$ cat src/rtl/cache.sv
// ---------------------------------------------------------------------------
// cache
//
// Small PID-tagged, page-granular data cache sitting between a loader /
// requester and backing memory. A process streams 12-bit words in one at a
// time; each word lands at the next sequential virtual address for that PID.
// Reads take a 12-bit virtual address and return the stored word, or raise a
// page fault when the page is not resident.
//
// Ports:
//   clk        - single clock, rising edge
//   rst        - synchronous, active-high reset
//   cmd        - 00 idle, 01 read, 10 write, 11 reserved (acts as idle)
//   datavalid  - write-word strobe, qualifies datain when cmd = 10
//   datain     - write data (cmd = 10) or virtual read address (cmd = 01)
//   PID        - process ID tagging the access
//   pagefault  - one-cycle pulse alongside outvalid when a read misses
//   dataout    - read data, meaningful while outvalid = 1
//   outvalid   - one-cycle read-completion pulse (hit or miss)
//   wd         - write-ready, cache accepts a write word this cycle
// ---------------------------------------------------------------------------
module cache #(
   parameter int LINES      = 4,
   parameter int LINE_WORDS = 32
) (
   input  logic        clk,
   input  logic        rst,
   input  logic [1:0]  cmd,
   input  logic        datavalid,
   input  logic [11:0] datain,
   input  logic [3:0]  PID,
   output logic        pagefault,
   output logic [11:0] dataout,
   output logic        outvalid,
   output logic        wd
);

   localparam int OFFSET_W = $clog2(LINE_WORDS);
   localparam int VPAGE_W  = 12 - OFFSET_W;
   localparam int LINE_W   = (LINES > 1) ? $clog2(LINES) : 1;
   localparam int INDEX_W  = LINE_W + OFFSET_W;

   typedef enum logic [1:0] {
      IDLE,
      WRITE,
      LOOKUP,
      RESP
   } state_t;

   state_t state;

   // Per-line tags and the data array
   logic [LINES-1:0]   valid;
   logic [3:0]         pid_tag   [LINES];
   logic [VPAGE_W-1:0] vpage_tag [LINES];
   logic [11:0]        mem       [LINES*LINE_WORDS];

   // Write bookkeeping
   logic [11:0]        wr_cnt;
   logic [3:0]         last_pid;
   logic [LINE_W-1:0]  rep_ptr;

   // Captured read request and lookup result
   logic [11:0]        req_addr;
   logic [3:0]         req_pid;
   logic               lk_hit;
   logic [11:0]        rd_word;

   // Combinational helpers
   logic               accept_wr;
   logic               accept_rd;
   logic [11:0]        wr_addr;
   logic [VPAGE_W-1:0] wr_vpage;
   logic               wr_hit;
   logic [LINE_W-1:0]  wr_hit_line;
   logic [LINE_W-1:0]  wr_line;
   logic [INDEX_W-1:0] wr_index;
   logic               rd_hit;
   logic [LINE_W-1:0]  rd_line;
   logic [INDEX_W-1:0] rd_index;

   // Requests are only taken while wd is high. wd is low on the first cycle
   // out of reset even though the FSM is already in IDLE, so gating on wd
   // keeps that cycle quiet and ties acceptance to what the requester sees.
   // A PID change restarts the sequential address stream at zero for the
   // word being accepted now, not just for the following one.
   always_comb begin
      accept_wr = (state == IDLE) && wd && (cmd == 2'b10) && datavalid;
      accept_rd = (state == IDLE) && wd && (cmd == 2'b01);
      wr_addr   = (PID != last_pid) ? 12'd0 : wr_cnt;
      wr_vpage  = wr_addr[11:OFFSET_W];
   end

   // Fully associative tag search for the incoming write word: a line hits
   // only when it is valid and both PID and virtual page match. On a miss
   // the FIFO replacement pointer names the line to (re)allocate.
   always_comb begin
      wr_hit      = 1'b0;
      wr_hit_line = '0;
      for (int i = 0; i < LINES; i++) begin
         if (valid[i] && (pid_tag[i] == PID) && (vpage_tag[i] == wr_vpage)) begin
            wr_hit      = 1'b1;
            wr_hit_line = LINE_W'(i);
         end
      end
      wr_line  = wr_hit ? wr_hit_line : rep_ptr;
      wr_index = {wr_line, wr_addr[OFFSET_W-1:0]};
   end

   // Same search for the captured read request. The tags cannot change while
   // a read is in flight (no writes are accepted outside IDLE), so this stays
   // stable through LOOKUP and RESP.
   always_comb begin
      rd_hit  = 1'b0;
      rd_line = '0;
      for (int i = 0; i < LINES; i++) begin
         if (valid[i] && (pid_tag[i] == req_pid) &&
             (vpage_tag[i] == req_addr[11:OFFSET_W])) begin
            rd_hit  = 1'b1;
            rd_line = LINE_W'(i);
         end
      end
      rd_index = {rd_line, req_addr[OFFSET_W-1:0]};
   end

   // Data array: written on the accepting edge of a write, read every cycle
   // into rd_word. The word captured at the end of LOOKUP is what RESP
   // presents. The array is deliberately not reset; only the valid bits
   // decide what is resident.
   always_ff @(posedge clk) begin
      if (accept_wr) begin
         mem[wr_index] <= datain;
      end
      rd_word <= mem[rd_index];
   end

   // Main controller: state, tags, write counter, replacement pointer and all
   // registered outputs. outvalid/pagefault default low each cycle so they
   // pulse for exactly one cycle after RESP. A reset in the middle of a read
   // simply drops the request, so no completion pulse is ever produced.
   always_ff @(posedge clk) begin
      if (rst) begin
         state     <= IDLE;
         valid     <= '0;
         wr_cnt    <= '0;
         last_pid  <= '0;
         rep_ptr   <= '0;
         req_addr  <= '0;
         req_pid   <= '0;
         lk_hit    <= 1'b0;
         wd        <= 1'b0;
         outvalid  <= 1'b0;
         pagefault <= 1'b0;
         dataout   <= '0;
      end else begin
         outvalid  <= 1'b0;
         pagefault <= 1'b0;
         case (state)
            IDLE: begin
               if (accept_wr) begin
                  state    <= WRITE;
                  wd       <= 1'b0;
                  last_pid <= PID;
                  wr_cnt   <= wr_addr + 12'd1;
                  if (!wr_hit) begin
                     valid[rep_ptr]     <= 1'b1;
                     pid_tag[rep_ptr]   <= PID;
                     vpage_tag[rep_ptr] <= wr_vpage;
                     rep_ptr            <= rep_ptr + LINE_W'(1);
                  end
               end else if (accept_rd) begin
                  state    <= LOOKUP;
                  wd       <= 1'b0;
                  req_addr <= datain;
                  req_pid  <= PID;
               end else begin
                  wd <= 1'b1;
               end
            end
            WRITE: begin
               state <= IDLE;
               wd    <= 1'b1;
            end
            LOOKUP: begin
               state  <= RESP;
               lk_hit <= rd_hit;
            end
            RESP: begin
               state     <= IDLE;
               wd        <= 1'b1;
               outvalid  <= 1'b1;
               pagefault <= !lk_hit;
               dataout   <= lk_hit ? rd_word : 12'd0;
            end
            default: begin
               state <= IDLE;
            end
         endcase
      end
   end

endmodule

$ cat config.mk
export PLATFORM = sky130hd
export DESIGN_NAME = cache
export DESIGN_NICKNAME = d
export VERILOG_FILES = /design/src/rtl/cache.sv
export SDC_FILE = /design/constraint.sdc
export NUM_CORES = 2
export LEC_CHECK = 0
export CORE_ASPECT_RATIO = 0.7
export CORE_UTILIZATION = 51
export CTS_CLUSTER_SIZE = 30
export DETAILED_ROUTE_END_ITERATION = 7
export PLACE_DENSITY = 0.71
export SLEW_MARGIN = 10
export SYNTH_ARGS = -nofsm -noshare
export SYNTH_HDL_FRONTEND = slang
export SYNTH_SLANG_ARGS = --single-unit
$ cat constraint.sdc
create_clock -name clk -period 4.4 [get_ports clk]
set_input_delay 1.32 -clock clk [delete_from_list [all_inputs] [get_ports clk]]
set_output_delay 1.32 -clock clk [all_outputs]
set_load 0.05 [all_outputs]
* Yosys cells after proc, flatten, opt, wreduce, memory -nomap -nowiden
Memories as Yosys holds them, arrays and structs flattened. A register that Yosys moved wholly into a read port is not among the register bits. Cells that the tools add are included. Widths: inputs -> output; s select.
Storage, ports and cells: output and inout bits 15, memories 3, bits in writable memories 1580, register bits after elaboration 56
Memory list:
- mem | words 128, width 12, read ports 1, clocked after memory_dff 1, write ports 1, RTL line 56 | logic [11:0] mem [LINES*LINE_WORDS];
- vpage_tag | words 4, width 7, read ports 4, clocked after memory_dff 0, write ports 1, RTL line 55 | logic [VPAGE_W-1:0] vpage_tag [LINES];
- pid_tag | words 4, width 4, read ports 4, clocked after memory_dff 0, write ports 1, RTL line 54 | logic [3:0] pid_tag [LINES];
Operators by class: add/subtract/negate cells 2, reductions and logical operators 29, eq/ne operators 23, bitwise operators 4, mux-type cells 33, magnitude comparators 2
Operators by type and width (number):
- $eq 7x7->1 | 8
- $eq 4x4->1 | 8
- $mux 12 | 2
- $logic_and 1x1->1 | 21
- $mux 1 | 21
- $mux 2 | 7
- $add 12x1->12 const B | 1
- $eq 2x2->1 const B | 3
- $pmux 2 s3 | 1
- $reduce_and 3->1 | 2
- $eq 2x1->1 const B | 2
- $ne 4x4->1 | 1
- $or 4x4->4 | 1
- $reduce_or 2->1 | 2
- $lt 2x3->1 const B | 1
- $ne 3x3->1 const B | 1
- $not 1->1 | 3
- $add 2x1->2 const B | 1
- $demux 1 s2 | 1
- $ge 2x1->1 const B | 1
- $logic_not 2->1 | 1
- $pmux 1 s2 | 1
- $reduce_and 2->1 | 1
- $reduce_bool 2->1 | 1
- $logic_not 1->1 | 1

* Depth between registers and ports, before layout
depth in word-level cells 13, gate-level depth with buffers 14, mapped depth without buffers 10

* Worst setup path after synthesis
OpenSTA, ideal clock, no wires.
path type input to register, from in PID[2], to mem mem[64][0], enable pin, stages 11, slack 0.033 ns, data arrival time 3.971 ns, path buffers 4, data required time 4.004 ns, cell sequence buf_4 > xnor2_2 > and4_4 > buf_6 > buf_4 > nand2_1 > a221oi_2 > and4_4 > a31oi_1 > buf_2 > nor3_1
On the way: longest elaborated chain between the ends 9, elaborated cells between the ends (all ways) 26, classes of those cells 9 x eq/ne; 9 x mux; 8 x reduce/logical
RTL lines:
- start: declaration | RTL line 31 | input logic [3:0] PID,
- $ne 4x4->1 | RTL line 90 | wr_addr = (PID != last_pid) ? 12'd0 : wr_cnt;
- $mux 12 | RTL line 90
- $eq 7x7->1 | RTL line 101 | if (valid[i] && (pid_tag[i] == PID) && (vpage_tag[i] == wr_vpage)) begin
- $logic_and 1x1->1 | RTL line 101
- $mux 1 (4 in series) | RTL line 101
- $mux 2 | RTL line 106 | wr_line = wr_hit ? wr_hit_line : rep_ptr;
- end: declaration | RTL line 56
Several ways; a longest one is shown, not always the timed one.

* Worst setup path after layout
from in PID[2], to mem mem[114][11], enable pin
The elaborated chain is that of the path after synthesis.

==> results_tabular.tex <==
\begin{tabular}{lr}
\hline
Metric & Value \\
\hline
\multicolumn{2}{l}{\textbf{Power and ir drop}} \\
Power density over the cells & about 420 mW/mm\^{}2 \\
Register share of total power & between 50\% and 60\% \\
Combinational Power Share & roughly 4\% \\
Switching power total & around 6600 uW \\
Switching power as a share of total power & 20.94\% \\
Part of the total power dissipated in the clock network & roughly 41\% \\
Leakage power summed over all cells & about 0.023 uW \\
Peak supply drop & between 0.3 and 0.4 mV \\
Internal cell power & $\sim$25000 uW \\
\multicolumn{2}{l}{\textbf{Min path}} \\
Hold/Removal Path Class & reg -> reg \\
\multicolumn{2}{l}{\textbf{Timing}} \\
Post-layout min period & 4.274 ns \\
Period Utilization, post-route & approximately 100\% \\
Highest Clock Rate & roughly 230 MHz \\
Headroom to the max-slew limit & 21.15\% \\
Hold violation count in the final report & 0 \\
Actual slew at the worst max-slew pin & about 1.2 ns \\
Clock tree skew after final layout & 0.02313 ns \\
Max-slew violation count & 0 \\
Count of final setup violators & 0 \\
\multicolumn{2}{l}{\textbf{Outcome}} \\
Status & completed \\
\multicolumn{2}{l}{\textbf{Layout}} \\
Fill cell count & 8512 \\
Combined area of the multi-input logic cells & $\sim$0.015 sq mm \\
Antenna diode count & 0 \\
Area growth syn-to-layout & 15.11\% \\
Share of post-route cells with drive strength above 1 & $\sim$31\% \\
Net total in the final layout & 3241 \\
Sequential cell area & 0.04882 sq mm \\
Area of all placed cells without fillers & around 0.074 sq mm \\
Final standard cell utilization of the core & 59.52\% \\
\multicolumn{2}{l}{\textbf{Global route}} \\
Vias in the first global route & around 32000 \\
Initial antenna violation count & 5 \\
Global-route wire length before repair & 234400 microns \\
Largest net degree at the start of global routing & 130 \\
Total global-route track usage & a little over a quarter \\
Global route overflow & 0 \\
\multicolumn{2}{l}{\textbf{Drt}} \\
Via count & $\sim$32000 \\
DRC violations left & 0 \\
Post-DR wirelength/cell & roughly 33 microns \\
Antenna-violating nets left & 0 \\
First DRT Iteration DRCs & 4252 \\
Length of the first detailed-routing pass in iterations & 6 \\
WL final & around 160000 microns \\
Vias per Instance & 6.473 \\
\multicolumn{2}{l}{\textbf{Setup path}} \\
Cell with the most instances on the worst path & sky130\_fd\_sc\_hd\_\_buf\_4 \\
Setup crit start kind & input pin \\
Slowest CP cell & sky130\_fd\_sc\_hd\_\_nor2\_1 \\
Start-to-end type of the worst setup path & in -> reg \\
Largest incremental delay on the critical path & approximately 0.86 ns \\
Endpoint kind of the worst setup timing path & flip-flop \\
Series of cell instances along the critical path & clkdlybuf4s50\_1 -> xnor2\_2 -> nand4\_2 -> buf\_4 -> o21ai\_0 -> o2111ai\_1 -> and4b\_1 -> a41oi\_2 -> a41oi\_4 -> buf\_12 -> buf\_4 -> nor2\_1 \\
CP arrival & 4.66 ns \\
CP Max Fanout & 14 \\
Data required time of the worst path & 4.79 ns \\
\multicolumn{2}{l}{\textbf{Clock network}} \\
Num CTS Buffers & about 150 \\
Clock Sinks & 1648 \\
CTS-repair resized insts & 0 \\
Post-CTS setup buffer count & 0 \\
Hold-fix buffers, CTS & 0 \\
Clk slew on worst S/H paths & $\sim$0.070 ns \\
Skew-Pair Late Insertion Delay & 0.78 ns \\
Number of H-tree branching levels & 4 \\
Master cell of the clock root buffer & sky130\_fd\_sc\_hd\_\_clkbuf\_16 \\
Max clock buf depth & 3 \\
CTS tree & done \\
\multicolumn{2}{l}{\textbf{Floorplan}} \\
Starting Density & between 50\% and 60\% \\
Die boundary height & 299.5 microns \\
Die footprint & between 0.1 and 0.15 sq mm \\
Die width & between 400 and 500 microns \\
Total core area & between 0.1 and 0.15 sq mm \\
Number of top-level pins & 36 \\
Row count & approximately 110 \\
\multicolumn{2}{l}{\textbf{Flow run}} \\
Total of max-cap violations & 0 \\
\multicolumn{2}{l}{\textbf{Yosys}} \\
Synthesized Nets & approximately 3000 \\
Share of the synthesized area in the top cell type & 73.57\% \\
Main area contributors after synthesis & sky130\_fd\_sc\_hd\_\_edfxtp\_1, sky130\_fd\_sc\_hd\_\_mux4\_2, sky130\_fd\_sc\_hd\_\_dfxtp\_1, sky130\_fd\_sc\_hd\_\_nor2\_1, sky130\_fd\_sc\_hd\_\_mux2i\_1 \\
Cell with the most instances after synthesis & sky130\_fd\_sc\_hd\_\_edfxtp\_1 \\
Most used standard cells in the synthesized netlist & sky130\_fd\_sc\_hd\_\_edfxtp\_1, sky130\_fd\_sc\_hd\_\_mux4\_2, sky130\_fd\_sc\_hd\_\_nor2\_1 \\
Synthesized netlist cell count & 2945 \\
Most instantiated flip-flop cell in the synthesis netlist & sky130\_fd\_sc\_hd\_\_edfxtp\_1 \\
Cell area after synthesis & approximately 0.064 sq mm \\
Yosys Warn Count & 0 \\
Number of flip-flops and latches in the synthesized netlist & about 1600 \\
Number of distinct library cell variants in the gate-level netlist after synthesis & 56 \\
Post-synth ARST share & 0\% \\
Sequential-to-total area share from yosys stat & around three quarters \\
Post-synth EDFFs & $\sim$1600 \\
Post-synth top area cell & sky130\_fd\_sc\_hd\_\_edfxtp\_1 \\
Average cell area after synthesis & approximately 22 sq um \\
\multicolumn{2}{l}{\textbf{Placed design}} \\
Dpl cell area & 0.06937 sq mm \\
Port Buf Inserts & 35 \\
HPWL Detailed & around 100000 microns \\
Routability congestion estimate & 0.9331 \\
\hline
\end{tabular}
-- path summary, 6_finish.rpt --
| check | slack [ns] | cells after the start | to | startpoint |
|---|---|---|---|---|
| max | 0.13 | 12 | mem[114][11] | PID[2] |
| min | 0.45 | 1 | dataout[3] | rd_word[3] |
| max reg2reg | 0.47 | 8 | rd_word[0] | req_addr[0] |
| min reg2reg | 0.45 | 1 | dataout[3] | rd_word[3] |
-- power groups by stage --
stage / combinational (uW) / clock (uW) / sequential [uW]
floorplan: 584 / 0 / 17500
global placement: 1170 / 0 / 17600
detailed placement: 1200 / 0 / 17600
CTS: 1210 / 13100 / 17200
global route: 1260 / 13600 / 17200
finish: 1220 / 12900 / 17200
-- cells by family after synthesis --
| logic type | count (synthesis) | synth area share (%) |
|---|---|---|
| multiplexers | 535 | 17.62 |
| AO/OA/AOI/OAI | 130 | 1.368 |
| AND/OR/NAND/NOR | 353 | 2.623 |
| adder cells (fa/ha/maj) | 5 | 0.09701 |
| XOR/XNOR | 78 | 1.106 |
| buffers and inverters | 196 | 1.500 |
| flip-flops | 1648 | 75.68 |
-- final cells by class --
class,count,share of cell area [%]
Timing Repair Buffer,304,4.763
Multi-Input combinational cell,1101,20.17
Sequential cell,1648,65.77
Clock inverter,80,1.241
Clock buffer,183,5.208
Tap cell,1650,2.781
Inverter,13,0.06574
-- flip-flops by register name, summed over array words and instances, names as in the netlist, 12 cells and up --
signal and cells:
req_addr 12, pid_tag 16, vpage_tag 28, wr_cnt 12, rd_word 12, mem 1536
dataout 12
-- stage by stage --
stage                     hold WS [ns]  total power (uW)  std cells   TNS (ns)  setup slack [ns]
after detailed placement        0.4363             18760       4716    -706.56           -0.6513
after CTS                       0.4517             31490       4979          0            0.1478
final                           0.4505             31350       4979          0            0.1256
after global routing            0.4561             32100       4979  -0.008387         -0.002984
after global placement          0.4363             18730       4716    -614.93           -0.5538
after floorplan                 0.4123             18120       2945          0           0.03270
-- cell usage in the layout, fill, tap and decap left out, types with 18 or more instances in the layout --
| master | count |
|---|---|
| sky130_fd_sc_hd__edfxtp_1 | 1580 |
| sky130_fd_sc_hd__mux4_2 | 480 |
| sky130_fd_sc_hd__buf_4 | 185 |
| sky130_fd_sc_hd__clkbuf_16 | 149 |
| sky130_fd_sc_hd__nor2_1 | 145 |
| sky130_fd_sc_hd__buf_12 | 96 |
| sky130_fd_sc_hd__dfxtp_1 | 63 |
| sky130_fd_sc_hd__nand2_1 | 59 |
| sky130_fd_sc_hd__xnor2_1 | 52 |
| sky130_fd_sc_hd__mux2i_1 | 52 |
| sky130_fd_sc_hd__a21oi_1 | 45 |
| sky130_fd_sc_hd__clkbuf_1 | 33 |
| sky130_fd_sc_hd__nor3_2 | 30 |
| sky130_fd_sc_hd__clkinv_1 | 26 |
| sky130_fd_sc_hd__a211oi_1 | 24 |
| sky130_fd_sc_hd__xor2_1 | 22 |
| sky130_fd_sc_hd__clkdlybuf4s50_1 | 22 |
| sky130_fd_sc_hd__nand4_1 | 18 |
-- worst max-delay path, delay by kind of cell --
family | cells | cell delay [ns]
and+or+nand+nor | 3 | 1.37
buffers and inverters | 4 | 1.02
AOI/OAI and AO/OA | 4 | 0.76
xor gates and xnor gates | 1 | 0.18
-- metal layers --
| metal | share of wire (%) | vias to the layer above | global-route usage (%) |
|---|---|---|---|
| li1 | - | 12874 | - |
| met2 | 44 | 1991 | 36.61 |
| met5 | 0 | - | 0 |
| met3 | 13 | 203 | 7.463 |
| met1 | 41 | 17162 | 40.16 |
| met4 | 2.1 | 0 | 6.786 |
Power figures use the tool's default switching activity.
